===== config.mk =====
export PLATFORM = sky130hd
export DESIGN_NAME = smart_uart_rx
export DESIGN_NICKNAME = d
export VERILOG_FILES = /design/src/rtl/smart_uart_pkg.sv /design/src/rtl/smart_uart_sync.sv /design/src/rtl/smart_uart_rx.sv
export SDC_FILE = /design/constraint.sdc
export NUM_CORES = 1
export LEC_CHECK = 0
export BUFFER_PORTS_ARGS = -buffer_cell sky130_fd_sc_hd__buf_2
export CAP_MARGIN = 20
export CORE_UTILIZATION = 45
export CTS_CLUSTER_SIZE = 16
export DETAILED_ROUTE_END_ITERATION = 7
export PLACE_DENSITY = 0.68
export SYNTH_ARGS = -nofsm -noshare
export SYNTH_HDL_FRONTEND = slang
export SYNTH_SLANG_ARGS = --single-unit

===== constraint.sdc =====
create_clock -name brd_clk -period 2.29 [get_ports brd_clk]
set_input_delay 0.1145 -clock brd_clk [delete_from_list [all_inputs] [get_ports brd_clk]]
set_output_delay 0.1145 -clock brd_clk [all_outputs]
set_load 0.02 [all_outputs]

===== src/rtl/smart_uart_pkg.sv =====
// Shared types and constants for the smart UART receiver.
// Holds the FSM state encoding and the baud divisor calculation.
package smart_uart_pkg;

    localparam int DATA_BITS = 8;

    typedef enum logic [2:0] {
        IDLE,
        START,
        DATA,
        PARITY,
        STOP,
        BREAK_WAIT
    } state_t;

    function automatic int calc_clks_per_bit(input int clk_freq_hz, input int baudrate);
        return clk_freq_hz / baudrate;
    endfunction

endpackage


===== src/rtl/smart_uart_sync.sv =====
// Two-flop synchronizer for a single asynchronous input.
// Both flops reset to RESET_VAL so the output starts at a known idle level.
module smart_uart_sync #(
    parameter logic RESET_VAL = 1'b1
) (
    input  logic clk,
    input  logic rst_n,
    input  logic d,
    output logic q
);

    logic meta;

    always_ff @(posedge clk) begin
        if (!rst_n) begin
            meta <= RESET_VAL;
            q    <= RESET_VAL;
        end else begin
            meta <= d;
            q    <= meta;
        end
    end

endmodule


===== src/rtl/smart_uart_rx.sv =====
// UART receiver: 8 data bits, optional even parity, one stop bit, break handling.
// Valid/ready handshake: a byte transfers on a cycle where rx_valid & rx_ready are both high.
module smart_uart_rx
    import smart_uart_pkg::*;
#(
    parameter int CLK_FREQ_HZ = 50000000,
    parameter int BAUDRATE    = 115200,
    parameter bit PARITY_EN   = 1'b1
) (
    input  logic                 brd_clk,
    input  logic                 brd_rst_n,
    input  logic                 uart_rx,
    output logic [DATA_BITS-1:0] rx_data,
    output logic                 rx_valid,
    input  logic                 rx_ready,
    output logic                 parity_err,
    output logic                 frame_err,
    output logic                 overrun,
    output state_t               dbg_state
);

    localparam int CLKS_PER_BIT = calc_clks_per_bit(CLK_FREQ_HZ, BAUDRATE);
    localparam int CNT_W        = $clog2(CLKS_PER_BIT);
    localparam logic [CNT_W-1:0] CNT_LAST = CNT_W'(CLKS_PER_BIT - 1);
    localparam logic [CNT_W-1:0] CNT_HALF = CNT_W'(CLKS_PER_BIT / 2 - 1);

    state_t                 state;
    logic                   rx_s;
    logic                   rx_prev;
    logic [2:0]             primed;
    logic [CNT_W-1:0]       cnt;
    logic [2:0]             bit_idx;
    logic [DATA_BITS-1:0]   shift;
    logic                   parity_bit;
    logic                   fall_edge;
    logic                   bit_done;

    smart_uart_sync #(.RESET_VAL(1'b1)) u_sync (
        .clk   (brd_clk),
        .rst_n (brd_rst_n),
        .d     (uart_rx),
        .q     (rx_s)
    );

    // The synchronizer and rx_prev hold reset values for a few cycles; primed
    // keeps those stale highs from faking a falling edge on a line held low.
    assign fall_edge = primed[2] & rx_prev & ~rx_s;
    assign bit_done  = (cnt == CNT_LAST);
    assign dbg_state = state;

    always_ff @(posedge brd_clk) begin
        if (!brd_rst_n) begin
            state      <= IDLE;
            rx_prev    <= 1'b1;
            primed     <= '0;
            cnt        <= '0;
            bit_idx    <= '0;
            shift      <= '0;
            parity_bit <= 1'b0;
            rx_data    <= '0;
            rx_valid   <= 1'b0;
            parity_err <= 1'b0;
            frame_err  <= 1'b0;
            overrun    <= 1'b0;
        end else begin
            primed  <= {primed[1:0], 1'b1};
            rx_prev <= rx_s;
            overrun <= 1'b0;
            if (rx_valid && rx_ready) begin
                rx_valid <= 1'b0;
            end

            case (state)
                IDLE: begin
                    cnt     <= '0;
                    bit_idx <= '0;
                    if (fall_edge) begin
                        state <= START;
                    end
                end
                START: begin
                    if (cnt == CNT_HALF) begin
                        cnt   <= '0;
                        state <= rx_s ? IDLE : DATA;
                    end else begin
                        cnt <= cnt + 1'b1;
                    end
                end
                DATA: begin
                    if (bit_done) begin
                        cnt     <= '0;
                        shift   <= {rx_s, shift[DATA_BITS-1:1]};
                        bit_idx <= bit_idx + 1'b1;
                        if (bit_idx == 3'(DATA_BITS - 1)) begin
                            state <= PARITY_EN ? PARITY : STOP;
                        end
                    end else begin
                        cnt <= cnt + 1'b1;
                    end
                end
                PARITY: begin
                    if (bit_done) begin
                        cnt        <= '0;
                        parity_bit <= rx_s;
                        state      <= STOP;
                    end else begin
                        cnt <= cnt + 1'b1;
                    end
                end
                STOP: begin
                    if (bit_done) begin
                        cnt   <= '0;
                        state <= rx_s ? IDLE : BREAK_WAIT;
                        // A held, unaccepted byte wins; the new frame is dropped.
                        if (!rx_valid || rx_ready) begin
                            rx_data    <= shift;
                            parity_err <= PARITY_EN ? (^shift ^ parity_bit) : 1'b0;
                            frame_err  <= ~rx_s;
                            rx_valid   <= 1'b1;
                        end else begin
                            overrun <= 1'b1;
                        end
                    end else begin
                        cnt <= cnt + 1'b1;
                    end
                end
                BREAK_WAIT: begin
                    if (rx_s) begin
                        state <= IDLE;
                    end
                end
                default: state <= IDLE;
            endcase
        end
    end

endmodule


==> run metrics, run 1 <==
Req. time, crit path 2.53 ns; non-filler cells, final roughly 290; register area 840.8 um^2; delay of the slowest cell on the worst path 0.63 ns; WL/cell 14.05 um; HPWL after DPL around 2800 um; critical-path cell list ha_1 > nand4bb_1 > or4_1 > or4_1 > nand3_1; vias in the first global route 1352; CP max FO 6; cell repeated most along the worst path or4_1; Max Root-Sink Buffers 2; Netlist Area Pre-Place 1956 um^2; Hold Startpoint rx_ready; average cell area after synthesis 9.313 um^2; number of flops mapped to enable cells by yosys 0; initial antenna violation count 0; port bufs 18; Initial Util 0.4786; TritonCTS sink count 42; synth top area cells dfxtp_1 (43%), mux2i_1 (8.7%), nor2_1 (4.0%); Post-CTS Setup Bufs 0; io pins 19; slowest CP cell or4_1; Vias 1588; leading cell type by number of instances after synthesis dfxtp_1; H-tree levels 2; final clock skew 0.01034 ns; Die Ht 67.92 um; CTS tree built; cell count after synthesis 210; CP endpoint kind flip-flop; Fin Hold WS 0.1475 ns; largest area contributor in the netlist dfxtp_1; Yosys Warn Count 0; worst vdd ir 0.4028 mV; Detailed Route WL about 4000 um; unrepaired setup endpoints after global routing false; gr ovfl total 0; drt first pass iters 4; Tmin final 2.046 ns; Yosys reg bits 42; pre-CTS setup slack between 0.2 and 0.3 ns; critical path's top delay family simple AND/OR/NAND/NOR gates; # setup viols final 0; Hold Path Stages 3; Synth cell types 49; sequential area share after synthesis 0.4299; Area growth, synth to finish 15.04%; fin crit share 0.8935; largest net degree at the start of global routing 28; status completed; Core Box Area 4086 um^2; worst r2r path cells 5; final hold violations 0; initial drt markers approximately 140; Leak 0.001038 uW; CP Launch Type flip-flop; Site Rows 23; f_max 0.4887 GHz; final count of pins violating max slew 0; headroom to the max-slew limit 0.7583; DIE WIDTH 67.92 um; Skew-Pair Late Insertion Delay 0.30 ns; Yosys top cell area share 0.4299; Worst Path Buf+Inv 0; Max-Cap Viols 0; Hold Crit Endpoint overrun$_SDFF_PN0_; GRT Util Overall 0.1939; fin nets 245; ys async rst share 0; Residual DRC 0; area of the multi-input gates 1042 um^2; FF-to-FF End parity_err$_SDFFE_PN0P_; TNS Setup 0 ns; syn_nets 219; Overall Power 1363 uW; first-pass GRT wire length 6541 um; pwr dens between 600 and 700 nW/um^2; final setup margin 0.2438 ns; Crit Path Category flip-flop to flip-flop; fillers approximately 400; Root Driver clkbuf_8; CTS clk-pin slew, worst paths 0.08 ns; antenna-violating nets left 0; commonest register cell after synthesis dfxtp_1; die area about 4600 um^2; Post-CTS Resized 0; Inserted Diodes 0; synth cell count leaders dfxtp_1 (42), nor2_1 (21), mux2i_1 (17), nand2_1 (17), a21oi_1 (9); Via-to-Cell Ratio 5.533; Worst Tran Pin Value 0.3626 ns; CTS Buf Count 5; HP Class input port to flip-flop; Placer Congestion 0.8628; RR Startpoint cnt[0]$_SDFFE_PN0P_; WP data arrival 2.29 ns; Cells after DPL around 280; worst reg-to-reg setup slack roughly 0.24 ns; layout cells sized above 1 0.1814
## through the flow
| step | cell area, um^2 | utilization |
|---|---|---|
| final | 2250 | 0.5505 |
| after global routing | 2250 | 0.5505 |
| after CTS | 2250 | 0.5505 |
| after detailed placement | 2145 | 0.5248 |
| after global placement | 2145 | 0.5248 |
| after floorplan | 1956 | - |
## layout make-up
type | count | share of cell area
Multi-Input combinational cell | 151 | 0.4633
Sequential cell | 42 | 0.3737
Timing Repair Buffer | 31 | 0.08454
Clock buffer | 6 | 0.03671
Tap cell | 50 | 0.02781
Inverter | 5 | 0.008343
Clock inverter | 2 | 0.005562
## state kept, by name, summed over array words and instances, names as in the netlist, 3 cells and up
name       flops
primed         3
bit_idx        3
dbg_state      3
cnt            9
shift          8
rx_data        8
## power by group
part / switching [uW] / internal (uW) / leakage, uW
clock network: 262 / 242 / 0.0000472
logic: 66.4 / 43.1 / 0.000651
registers: 7.78 / 741 / 0.000340
## layer usage
| layer | routed length, um | global-route usage |
|---|---|---|
| met2 | 1727 | 0.2721 |
| met4 | 67 | 0.08333 |
| met5 | 0 | 0 |
| met3 | 140 | 0.04667 |
| met1 | 2096 | 0.2780 |
## repair_timing
item	in CTS	in global routing
hold buffers	1	0
endpoints found under the hold margin	1	0
setup endpoints to repair	0	0
## how the worst max path moves through the flow
stage	start	endpoint	slack [ns]	cells after the start
after floorplan	dbg_state[2]$_SDFFE_PN0P_	parity_err$_SDFFE_PN0P_	0.25	5
after global placement	cnt[0]$_SDFFE_PN0P_	parity_err$_SDFFE_PN0P_	0.29	5
after detailed placement	cnt[0]$_SDFFE_PN0P_	parity_err$_SDFFE_PN0P_	0.26	5
after CTS	cnt[0]$_SDFFE_PN0P_	parity_err$_SDFFE_PN0P_	0.25	5
after global routing	cnt[0]$_SDFFE_PN0P_	dbg_state[0]$_SDFFE_PN0P_	0.12	6
final	cnt[0]$_SDFFE_PN0P_	parity_err$_SDFFE_PN0P_	0.24	5
## cell families after synthesis
group | share of synthesized area
DFF | 0.4299
xor gates and xnor gates | 0.04287
adders and majority gates | 0.03199
AOI/OAI and AO/OA | 0.1484
muxes | 0.09277
buffers and inverters | 0.03710
and+or+nand+nor | 0.2169
## cell usage in the layout, fill, tap and decap left out, types with 2 or more instances in the layout
cell / count
a21boi_0: 2
a21oi_1: 9
and2_1: 2
buf_2: 18
buf_4: 12
clkbuf_8: 6
dfxtp_1: 42
ha_1: 5
inv_1: 4
mux2i_1: 17
nand2_1: 17
nand2b_1: 3
nand3_1: 5
nand4_1: 2
nand4b_1: 3
nor2_1: 21
nor2b_1: 5
nor3_1: 3
nor4_1: 6
o211a_1: 3
o21a_1: 5
o21ai_0: 6
o31ai_1: 2
o32ai_1: 5
or2_2: 2
or4_1: 2
xnor2_1: 4
xor2_1: 3
## tightest hold or removal path, stage by stage
cell	delay (ns)
buf_2	0.07
nor2b_1	0.06
and3_1	0.16
No activity file was read; power rests on OpenSTA's default activity.
==> run 2: changes to the inputs <==
- BUFFER_PORTS_ARGS: -buffer_cell sky130_fd_sc_hd__buf_2 -> -buffer_cell sky130_fd_sc_hd__clkbuf_2
- CTS_BUF_LIST: not set -> sky130_fd_sc_hd__clkbuf_8 sky130_fd_sc_hd__clkbuf_16
- RECOVER_POWER: not set -> 25
==> run 2 against run 1 <==
  * Die area did not move
  * Register-to-register slack lost 0.04 ns
  * Sequential power barely moved
  * Count of clock-buffer cells in the layout is 1 lower
  * Design area fell by 1.2%
  * Hold slack better by 0.014 ns
  * Fmax is 1.7% lower
  * Non-clock buffer count is 1 lower
  * Global-route usage decreased by 1.2 points
  * Flip-flop and latch count unchanged
  * Combinational power about the same
==> run metrics, run 2 (synthesis gave the netlist of run 1 again) <==
status completed; die area 4613 um^2 (unchanged); Initial Util 0.4786 (unchanged); layout cells sized above 1 0.1356 (-0.04584); final count of pins violating max slew 0 (unchanged); final hold violations 0 (unchanged); pwr dens 592.9 nW/um^2 (-2.1%); Via-to-Cell Ratio 5.601 (+1.2%); Comb pwr share 0.081 (about the same); WL/cell 13.75 um (-2.1%); port bufs 18 (unchanged); fin area 2222 um^2 (-1.2%); CTS Buf Count 5 (unchanged); worst vdd ir 0.3845 mV (-4.5%); Leak 0.0009906 uW (-4.5%); max reg flops 9 (unchanged); CP Launch Type flip-flop; Root Driver clkbuf_8; Critical Path Stages 5 (unchanged); TNS Setup 0 ns (unchanged); sw frac 0.2461 (-0.0006931); Hold Path Stages 3 (unchanged); initial drt markers 223 (+57%); net switching power 324.3 uW (-3.6%); unrepaired setup endpoints after global routing false; Seq pwr share 0.569 (+0.020); Skew-Pair Late Insertion Delay 0.29 ns (about the same); Site Rows 23 (unchanged); CP endpoint kind flip-flop; Clock power frac 0.351 (-0.019); Core Box Area 4086 um^2 (unchanged); HP Class input port to flip-flop; most frequent cells in the layout dfxtp_1 (42), nor2_1 (21), nand2_1 (17), mux2i_1 (17), buf_4 (11); fin crit share 0.9094 (+0.01584); final clock skew 0.005633 ns (-0.004706 ns); Placer Congestion 0.8585 (-0.50%); Tmin final 2.082 ns (+0.03627 ns); Vias 1602 (+0.88%); slowest CP cell or4_1; initial antenna violation count 0 (unchanged); io pins 19 (unchanged); headroom to the max-slew limit 0.4635 (-0.2948); Max-Cap Viols 0 (unchanged); DIE WIDTH 67.92 um (unchanged); CP max FO 6 (unchanged); drt first pass iters 4 (unchanged); CTS clk-pin slew, worst paths 0.08 ns (about the same); critical path's top delay family simple AND/OR/NAND/NOR gates; largest net degree at the start of global routing 28 (unchanged); Fin Hold WS 0.1610 ns (+0.01355 ns); H-tree levels 2 (unchanged); delay of the slowest cell on the worst path 0.63 ns (about the same); vias in the first global route 1299 (-3.9%); Inserted Diodes 0 (unchanged); GRT Util Overall 0.1818 (-0.01207); Internal Power 993.3 uW (-3.2%); Area growth, synth to finish 13.63%; HPWL after DPL 2694 um (-2.9%); CTS tree built; WP data arrival 2.32 ns (+0.03 ns); Crit Path Category flip-flop to flip-flop; Largest Register cnt; Detailed Route WL 3932 um (-2.5%); gr ovfl total 0 (unchanged); critical-path cell list ha_1 > nand4bb_1 > or4_1 > or4_1 > nand3_1; biggest regs cnt: 9 flops, rx_data: 8 flops, shift: 8 flops; Max Root-Sink Buffers 2 (unchanged); Worst Tran Pin Value 0.8048 ns (+0.4422 ns); fillers 390 (-1.8%); # setup viols final 0 (unchanged); Residual DRC 0 (unchanged); Die Ht 67.92 um (unchanged); Worst Path Buf+Inv 0 (unchanged); Req. time, crit path 2.52 ns (about the same); first-pass GRT wire length 6168 um (-5.7%); fin nets 244 (-0.41%); cell repeated most along the worst path or4_1; f_max 0.4802 GHz (-1.7%); commonest non-fill, non-tap cell in the layout dfxtp_1; worst r2r path cells 5 (unchanged); Post-DP Area 2137 um^2 (-0.35%); antenna-violating nets left 0 (unchanged); TritonCTS sink count 42 (unchanged)
run 2: per-layer routing:
layer / global-route usage / vias up / part of all wire / wire (um)
met5: 0 / - / 0 / 0
met4: 0.08073 / 0 / 0.011 / 42
met3: 0.05667 / 4 / 0.036 / 142
met2: 0.2402 / 34 / 0.43 / 1705
met1: 0.2640 / 762 / 0.52 / 2042
li1: - / 802 / - / -
run 2: worst paths after layout:
kind                                             start                       to  slack, ns
worst min register to register  u_sync.meta$_SDFF_PN1_      u_sync.q$_SDFF_PN1_       0.41
worst max-delay path               cnt[0]$_SDFFE_PN0P_  parity_err$_SDFFE_PN0P_       0.21
worst max register to register     cnt[0]$_SDFFE_PN0P_  parity_err$_SDFFE_PN0P_       0.21
worst min-delay path                          rx_ready       overrun$_SDFF_PN0_       0.16
run 2: power by group through the flow:
stage	registers (uW)	clock network (uW)	logic, uW
2_1_floorplan	772	0	63.5
3_3_place_gp	766	0	105
3_5_place_dp	766	0	104
4_1_cts	749	477	105
5_1_grt	751	508	117
6_report	749	462	106
run 2: worst reg2reg max path: stages, from the launching register on:
cell and delay, ns:
dfxtp_1 0.42, ha_1 0.19, nand4bb_1 0.19, or4_1 0.63, or4_1 0.52, nand3_1 0.07
run 2: repair_timing:
action / in CTS / in global routing
setup buffers: 0 / 0
resized for setup: 0 / 0
setup endpoints to repair: 0 / 0
endpoints found under the hold margin: 0 / 1
hold buffers: 0 / 1
run 2: area by class of cell:
| class | count | area (um^2) | share of cell area |
|---|---|---|---|
| clock inverters | 3 | 17.52 | 0.007883 |
| clock buffers | 5 | 68.82 | 0.03097 |
| well taps | 50 | 62.56 | 0.02815 |
| repair buffers | 30 | 171.4 | 0.07714 |
| flip-flops and latches | 42 | 840.8 | 0.3784 |
| inverters | 5 | 18.77 | 0.008446 |
| multi-input cells | 151 | 1042 | 0.4690 |
run 2: per-stage QoR:
stage	total power [uW]	utilization	instances	setup slack, ns
after detailed placement	870.8	0.5230	277	0.2658
final	1318	0.5438	286	0.2075
after CTS	1331	0.5441	285	0.2357
after floorplan	835.6	-	210	0.2533
after global placement	870.6	0.5230	277	0.2895
after global routing	1376	0.5438	286	0.07748
==> run 3: changes to the inputs <==
- CORE_MARGIN: not set -> 4
- SYNTH_HIERARCHICAL: not set -> 1
==> run 3 against run 2 <==
  * Critical path depth is 1 higher
  * Sequential power is 2% higher
  * Register-to-register slack better by 0.11 ns
  * Fmax is 5.6% higher
  * Clock power is 24% higher
  * Flip-flop and latch count stayed put
  * Total power is 12% higher
  * Utilization is 0.38 points lower
  * Via count is 3.4% lower
  * Combinational power is 24% higher
  * Critical path type unchanged
  * Largest cell class unchanged
==> run metrics, run 3 <==
Root Driver clkbuf_8; layout cells sized above 1 0.1197 (-0.01594); CTS tree built; Leak 0.0007879 uW (-20%); DR top layer met4; Detailed Route WL 3795 um (-3.5%); commonest register cell after synthesis dfxtp_1; sw frac 0.2402 (-0.005879); unrepaired setup endpoints after global routing false; gr ovfl total 0 (unchanged); met1 wire length 1944 um (-4.8%); Crit Path Category flip-flop to flip-flop; TritonCTS sink count 42 (unchanged); number of flops mapped to enable cells by yosys 0 (unchanged); Synth cell types 46 (-6.1%); Via-to-Cell Ratio 5.447 (-2.8%); antenna-violating nets left 0 (unchanged); Max-Cap Viols 0 (unchanged); largest net degree at the start of global routing 18 (-36%); biggest regs cnt: 9 flops, rx_data: 8 flops, shift: 8 flops; Vias 1547 (-3.4%); synth top area cells dfxtp_1 (43%), mux2i_1 (11%), nor2_1 (5.1%); Residual DRC 0 (unchanged); worst reg-to-reg setup slack 0.32 ns (+0.11 ns); HP Class input port to flip-flop; cell count after synthesis 212 (+0.95%); Netlist Area Pre-Place 1974 um^2 (+0.96%); Post-CTS Setup Bufs 0 (unchanged); CP endpoint kind flip-flop; GRT Util Overall 0.1486 (-0.03329); fillers 378 (-3.1%); first-pass GRT wire length 6451 um (+4.6%); WL met3 156 um (+9.9%); Largest Register cnt; Hold Crit Endpoint rx_valid$_SDFF_PN0_; final clock skew 0.006651 ns (+0.001017 ns); initial antenna violation count 0 (unchanged); Tmin final 1.973 ns (-0.1096 ns); max reg flops 9 (unchanged); area of the multi-input gates 1064 um^2 (+2.0%); TNS Setup 0 ns (unchanged); Hold Startpoint rx_ready; status completed; CTS clk-pin slew, worst paths 0.08 ns (about the same); final count of pins violating max slew 0 (unchanged); Clock power frac 0.390 (+0.039); headroom to the max-slew limit 0.6175 (+0.1541); Worst Setup SP cnt[0]$_SDFFE_PN0P_; syn_nets 221 (+0.91%); Overall Power 1472 uW (+12%); WL/cell 13.36 um (-2.8%); FF-to-FF End dbg_state[1]$_SDFFE_PN0P_; Placer Congestion 0.7735 (-9.9%); Initial Util 0.4798 (+0.001214); f_max 0.5069 GHz (+5.6%); RR Startpoint cnt[0]$_SDFFE_PN0P_; H-tree levels 2 (unchanged); register area 840.8 um^2 (unchanged); Met2 Wirelength 1652 um (-3.1%); Yosys reg bits 42 (unchanged); io pins 19 (unchanged); pwr dens 662.6 nW/um^2 (+12%); HPWL after DPL 2591 um (-3.8%); Die Ht 74.24 um (+9.3%); vias in the first global route 1389 (+6.9%); Core Util, Final 0.5400 (-0.003802); Hold Path Stages 4 (+1); CP Launch Type flip-flop; Skew-Pair Late Insertion Delay 0.29 ns (about the same); Yosys Warn Count 6 (+6); fin nets 242 (-0.82%); largest area contributor in the netlist dfxtp_1; CP max FO 10 (+4); synth cell count leaders dfxtp_1 (42), nor2_1 (27), mux2i_1 (21); CTS Buf Count 5 (unchanged); Comb pwr share 0.089 (+0.008); worst r2r path cells 6 (+1); Site Rows 23 (unchanged); average cell area after synthesis 9.313 um^2 (about the same); Yosys top cell area share 0.4259 (-0.004087); fin crit share 0.8615 (-0.04784); Max Root-Sink Buffers 2 (unchanged); Req. time, crit path 2.51 ns (about the same); WP data arrival 2.20 ns (-0.12 ns); Area growth, synth to finish 12.55%; Seq pwr share 0.521 (-0.048); port bufs 18 (unchanged); # setup viols final 0 (unchanged); Internal Power 1119 uW (+13%); die area 5512 um^2 (+19%); most frequent cells in the layout dfxtp_1 (42), nor2_1 (27), mux2i_1 (21); commonest non-fill, non-tap cell in the layout dfxtp_1; Core Box Area 4115 um^2 (+0.70%); drt first pass iters 4 (unchanged); DIE WIDTH 74.24 um (+9.3%); ys async rst share 0 (unchanged); Worst Tran Pin Value 0.5737 ns (-0.2311 ns); leading cell type by number of instances after synthesis dfxtp_1; Inserted Diodes 0 (unchanged); worst vdd ir 0.4895 mV (+27%); final hold violations 0 (unchanged); net switching power 353.7 uW (+9.1%); initial drt markers 97 (-57%); sequential area share after synthesis 0.4259 (-0.004087)
## run 3: cell types whose count changed in the layout (fill, tap and decap cells not counted), moves of 4 or more
cell,previous run,this run
o22ai_1,0,7
buf_4,11,5
nor2_1,21,27
o32ai_1,5,0
mux2i_1,17,21
## run 3: routing by layer
layer / global-route usage / vias up
li1: - / 794
met1: 0.2089 / 724
met2: 0.2215 / 25
met3: 0.04459 / 4
met4: 0.04150 / 0
met5: 0 / -
## run 3: logic make-up after synthesis
kind of cell    count (synthesis)  share of synthesized area
fa+ha+maj                       5                    0.03169
mux                            21                     0.1065
buf+inv                        15                    0.03548
flops                          42                     0.4259
simple gates                   88                     0.2560
compound gates                 35                     0.1109
xor+xnor                        6                    0.03358
## run 3: stage by stage
stage,hold slack [ns],area (um^2),setup slack [ns],instances
2_1_floorplan,0.1422,1974,0.4914,212
3_3_place_gp,0.2947,2113,0.3817,275
3_5_place_dp,0.2988,2113,0.3158,275
4_1_cts,0.1276,2233,0.3060,284
5_1_grt,0.1665,2222,0.1630,284
6_report,0.1491,2222,0.3171,284
## run 3: cell type report
cell class,instances,area share
tap,50,0.02815
clock inverter,3,0.01858
multi-input combinational,155,0.4786
inverter,5,0.008446
sequential,42,0.3784
clock buffer,5,0.03097
timing repair buffer,24,0.05687
## run 3: repair_timing
item | 4_1_cts | 5_1_grt
hold buffers | 1 | 0
gates resized for setup | 0 | 0
endpoints found under the hold margin | 1 | 0
## run 3: worst max-delay path by stage
stage	end	slack, ns
floorplan	rx_data[0]$_SDFFE_PN0P_	0.49
CTS	dbg_state[1]$_SDFFE_PN0P_	0.31
global placement	dbg_state[2]$_SDFFE_PN0P_	0.38
finish	dbg_state[1]$_SDFFE_PN0P_	0.32
detailed placement	dbg_state[1]$_SDFFE_PN0P_	0.32
global route	dbg_state[1]$_SDFFE_PN0P_	0.16
## run 3: worst max-delay path, stage by stage, from the launching register on
cell and delay [ns]:
dfxtp_1 0.35, inv_1 0.09, ha_1 0.13, or4b_1 0.42
o31a_1 0.40, nor3_4 0.29, mux2i_1 0.22
## run 3: power groups by stage
stage               clock, uW  combinational, uW  sequential (uW)
global placement            0                129              783
floorplan                   0                117              776
CTS                       590                131              766
finish                    575                131              767
global route              624                145              771
detailed placement          0                129              784
